**src/rtl/regbank_scan_reader.sv**
```systemverilog
// Self-test read-back engine: walks every register address through the bank's
// single-outstanding read handshake and checks each word against SEED + address.
module regbank_scan_reader #(
  parameter int          DATA_WIDTH = 32,
  parameter int          ADDR_WIDTH = 5,
  parameter logic [31:0] SEED       = 32'hA5A5_0000,
  parameter int          TIMEOUT    = 15
) (
  input  logic                  clk,
  input  logic                  reset,
  input  logic                  start,
  output logic                  rd_req,
  output logic [ADDR_WIDTH-1:0] rd_addr,
  input  logic                  rd_valid,
  input  logic [DATA_WIDTH-1:0] rd_data,
  output logic                  busy,
  output logic                  done,
  output logic                  pass,
  output logic [ADDR_WIDTH:0]   err_count,
  output logic [ADDR_WIDTH-1:0] first_err_addr,
  output logic                  timeout
);

  localparam int                    TMR_W     = $clog2(TIMEOUT + 1);
  localparam logic [TMR_W-1:0]      TMR_LAST  = TMR_W'(TIMEOUT - 1);
  localparam logic [ADDR_WIDTH-1:0] LAST_ADDR = '1;
  localparam logic [DATA_WIDTH-1:0] SEED_W    = DATA_WIDTH'(SEED);

  typedef enum logic [2:0] {
    S_IDLE,
    S_REQ,
    S_WAIT,
    S_CHECK,
    S_DONE
  } state_t;

  state_t                  state_q;
  logic                    rd_req_q;
  logic [ADDR_WIDTH-1:0]   rd_addr_q;
  logic                    busy_q;
  logic                    done_q;
  logic                    pass_q;
  logic [ADDR_WIDTH:0]     err_count_q;
  logic [ADDR_WIDTH:0]     err_count_d;
  logic [ADDR_WIDTH-1:0]   first_err_q;
  logic                    timeout_q;
  logic [TMR_W-1:0]        timer_q;
  logic [DATA_WIDTH-1:0]   data_q;
  logic                    mismatch;

  function automatic logic [DATA_WIDTH-1:0] expected_word(input logic [ADDR_WIDTH-1:0] a);
    return SEED_W + DATA_WIDTH'(a);
  endfunction

  assign mismatch    = (data_q != expected_word(rd_addr_q));
  assign err_count_d = err_count_q + (ADDR_WIDTH + 1)'(mismatch);

  always_ff @(posedge clk) begin
    if (reset) begin
      state_q     <= S_IDLE;
      rd_req_q    <= 1'b0;
      rd_addr_q   <= '0;
      busy_q      <= 1'b0;
      done_q      <= 1'b0;
      pass_q      <= 1'b0;
      err_count_q <= '0;
      first_err_q <= '0;
      timeout_q   <= 1'b0;
      timer_q     <= '0;
    end else begin
      rd_req_q <= 1'b0;
      case (state_q)
        S_IDLE, S_DONE: begin
          if (start) begin
            state_q     <= S_REQ;
            rd_req_q    <= 1'b1;
            busy_q      <= 1'b1;
            rd_addr_q   <= '0;
            err_count_q <= '0;
            first_err_q <= '0;
            timeout_q   <= 1'b0;
            done_q      <= 1'b0;
            pass_q      <= 1'b0;
          end
        end
        S_REQ: begin
          timer_q <= '0;
          state_q <= S_WAIT;
        end
        S_WAIT: begin
          // A response on the final permitted WAIT cycle still wins over the timeout.
          if (rd_valid) begin
            state_q <= S_CHECK;
          end else if (timer_q == TMR_LAST) begin
            state_q   <= S_DONE;
            busy_q    <= 1'b0;
            done_q    <= 1'b1;
            timeout_q <= 1'b1;
            pass_q    <= 1'b0;
          end else begin
            timer_q <= timer_q + 1'b1;
          end
        end
        S_CHECK: begin
          if (mismatch) begin
            if (err_count_q == '0) first_err_q <= rd_addr_q;
            err_count_q <= err_count_d;
          end
          if (rd_addr_q == LAST_ADDR) begin
            state_q <= S_DONE;
            busy_q  <= 1'b0;
            done_q  <= 1'b1;
            pass_q  <= (err_count_d == '0);
          end else begin
            rd_addr_q <= rd_addr_q + 1'b1;
            state_q   <= S_REQ;
            rd_req_q  <= 1'b1;
          end
        end
        default: state_q <= S_IDLE;
      endcase
    end
  end

  // Read data is only ever consumed in CHECK, so the capture register needs no reset.
  always_ff @(posedge clk) begin
    if (state_q == S_WAIT && rd_valid) data_q <= rd_data;
  end

  assign rd_req         = rd_req_q;
  assign rd_addr        = rd_addr_q;
  assign busy           = busy_q;
  assign done           = done_q;
  assign pass           = pass_q;
  assign err_count      = err_count_q;
  assign first_err_addr = first_err_q;
  assign timeout        = timeout_q;

endmodule

```
**config.mk**
```make
export PLATFORM = sky130hd
export DESIGN_NAME = regbank_scan_reader
export DESIGN_NICKNAME = d
export VERILOG_FILES = /design/src/rtl/regbank_scan_reader.sv
export SDC_FILE = /design/constraint.sdc
export NUM_CORES = 1
export LEC_CHECK = 0
export CORE_MARGIN = 5
export CORE_UTILIZATION = 40
export DETAILED_ROUTE_END_ITERATION = 12
export GPL_ROUTABILITY_DRIVEN = 0
export PLACE_DENSITY = 0.73
export SETUP_SLACK_MARGIN = 0.5
export SLEW_MARGIN = 15
export SYNTH_ARGS = -nofsm -noshare
export SYNTH_HDL_FRONTEND = slang
export SYNTH_SLANG_ARGS = --single-unit
```
**constraint.sdc**
```tcl
create_clock -name clk -period 2.1 [get_ports clk]
set_input_delay 0.42 -clock clk [delete_from_list [all_inputs] [get_ports clk]]
set_output_delay 0.42 -clock clk [all_outputs]
set_load 0.01 [all_outputs]
```
==> results.toml <==
[global_route]
grt_pass1_vias = 2143
antenna_found_initial = 0
grt_use_total = 0.166
overflow = 0
grt_max_degree = 18
grt_first_pass_wirelength_um = 10500

[layout]
n_fill_cell = 500
finish.instance_area_um2 = 3910
antennaDiodeCount = 0
layout_commonest_cell = "clkdlybuf4s50_1"
area_growth_pct = 53.8
multi_input_comb_area_um2 = 1170
layout_common_cells = "clkdlybuf4s50_1, buf_4, edfxtp_1"
finalNetCount = 365
ff_latch_area_um2 = 1550
drive_gt1_frac = 0.314

[floorplanning]
core_um2 = 6280
die_h_um = 89.8
start_util = 0.405
rows = 29
dieArea_um2 = 8060
ios = 57
die_w_um = 89.8

[sta]
setup_viol = 5
hold_viol_final = 0
worst_slew_pin_slew_ns = 0.662
fin_ws_ns = -0.204
fin_crit_sh = 1.10
skew_ns = 0.00614
drv_slew = 0
rsz0062_at_grt = "true"
max_freq_ghz = 0.434
min_period_ns = 2.30
slew_headroom = 0.555
whs_ns = 0.463

[pwr]
power.leakage_nw = 1.46
irDropWorstVdd_v = 0.000455
p_per_area_nw_per_um2 = 736

[synth]
synthTopCellsByArea = "edfxtp_1, dfxtp_1, nor2_1"
synth_area_um2 = 2540
synthFlopType = "edfxtp_1"
synth_cells = 222
synth_cell_types = 43
synth_top_area_share = 0.378
yosys_warnings = 0
synth-seq-cells = 60
synth_top_area_cell = "edfxtp_1"
synth_edf_count = 32
syn_area_per_cell_um2 = 11.5
synthesis.nets = 264
synthArstFlopShare = 0
synth-seq-area-share = 0.598

[worst_setup_path]
critPathArrivalTime_ns = 2.57
ff2ff_path_depth = 10
endpoint_kind = "register"
crit_path_start_kind = "register"
reg2reg_to = "pass"
path_class = "reg2reg"
cp.buffers_inverters = 1
r2r-start = "data_q[7]"
worstPathRequired_ns = 2.36
path_cells = "nor4b_2 > nand4_1 > nor3_2 > inv_2 > ha_4 > and3_4 > or3_1 > a21oi_2 > o2111ai_1 > o21ai_1"
crit_fanout = 3
crit_slowest_cell = "edfxtp_1"
r2r_setup_slack_ns = -0.20
cpLargestDelayFamily = "simple AND/OR/NAND/NOR gates"
max_stage_delay_ns = 0.41

[detailed_routing]
ant_nets = 0
wl_per_cell_um = 16.9
vias = 2138
route.detailed.drc = 0
drt_iter0_drc = 150
first_pass_iters = 5
via_per_inst = 5.28
wl_um = 6850

[clock_network]
cts_sinks = 60
clock_latency_ns = 0.33
cts-htree-levels = 3
clockBufferDepth = 2
clk_pin_slew_ns = 0.07
root_buffer = "clkbuf_8"
numCtsBuffers = 9
cts_tree = "yes"

[status]
violations = "negative setup slack"
status = "finished, violations left"

[worst_hold_path]
hp-start = "pass"
min_path_type = "reg2reg"
hold_end = "pass"
hold_depth = 2

[place]
placed_area_um2 = 3420
dpl.hpwl_um = 4520
numPortBuffers = 56

[job]
maxCapViolations = 0
## through the flow
stage	total power [mW]	instances	setup slack, ns	utilization	setup TNS (ns)
2_1_floorplan	1.51	222	-0.117	-	-0.117
3_3_place_gp	1.67	376	-0.205	0.545	-0.205
3_5_place_dp	1.68	376	-0.341	0.545	-0.613
4_1_cts	2.85	400	-0.189	0.601	-0.237
5_1_grt	3.00	405	-0.351	0.623	-1.28
6_report	2.88	405	-0.204	0.623	-0.270
## cell usage after synthesis, drive strengths merged, types with 4 or more instances
cell type	number
or4	5
edfxtp	32
a21oi	7
nor4	5
xnor2	5
o211ai	4
nor4b	4
nand4	8
nor3	11
nand2	17
clkbuf	4
a31oi	5
o32ai	5
nor2	22
dfxtp	28
ha	6
inv	11
nand3b	5
xor2	5
## report_power, final
| part | internal, mW | total, mW | switching, mW |
|---|---|---|---|
| clock network | 0.695 | 1.15 | 0.459 |
| logic | 0.197 | 0.400 | 0.203 |
| registers | 1.29 | 1.33 | 0.0358 |
## logic make-up after synthesis
group,share of synthesized area
AO/OA/AOI/OAI,0.0910
XOR/XNOR,0.0344
adder cells (fa/ha/maj),0.0295
buffers and inverters,0.0246
flip-flops,0.598
multiplexers,0.0118
AND/OR/NAND/NOR,0.211
## worst max-delay path by stage
stage,from,end,depth (start not counted)
after global placement,data_q[17],pass,10
after CTS,data_q[10],pass,10
after detailed placement,data_q[15],pass,10
after floorplan,data_q[15],pass,11
final,data_q[7],pass,10
after global routing,data_q[10],pass,10
## area by class of cell
cell class,instances,share of cell area
repair buffers,94,0.214
well taps,77,0.0246
flip-flops and latches,60,0.395
inverters,11,0.0105
clock inverters,5,0.0195
clock buffers,11,0.0361
multi-input cells,147,0.300
## sequential cells by signal (all words and copies together), names as in the netlist
signal          flops
timer_q             4
data_q             32
rd_req              1
timeout             1
pass                1
done                1
busy                1
state_q             3
first_err_addr      5
err_count           6
rd_addr             5
## worst register-to-register path, cell delays in order (launching register included)
cell	delay (ns)
edfxtp_1	0.41
nor4b_2	0.32
nand4_1	0.17
nor3_2	0.25
inv_2	0.07
ha_4	0.17
and3_4	0.18
or3_1	0.33
a21oi_2	0.14
o2111ai_1	0.11
o21ai_1	0.10
## routing by layer
layer  wire length (um)  global-route usage  share of wire
met5                  0                   0              0
met4                 68              0.0693         0.0099
met3                333              0.0476          0.049
met2               3690               0.278           0.54
met1               2750               0.197           0.40
## what timing repair did
item	CTS	global route
resized for setup	46	21
buffers inserted	7	5
hold buffers	0	0
hold endpoints to repair	0	0
pin swaps	17	10
gates cloned	1	0
setup endpoints to repair	47	60
Power figures use the tool's default switching activity.
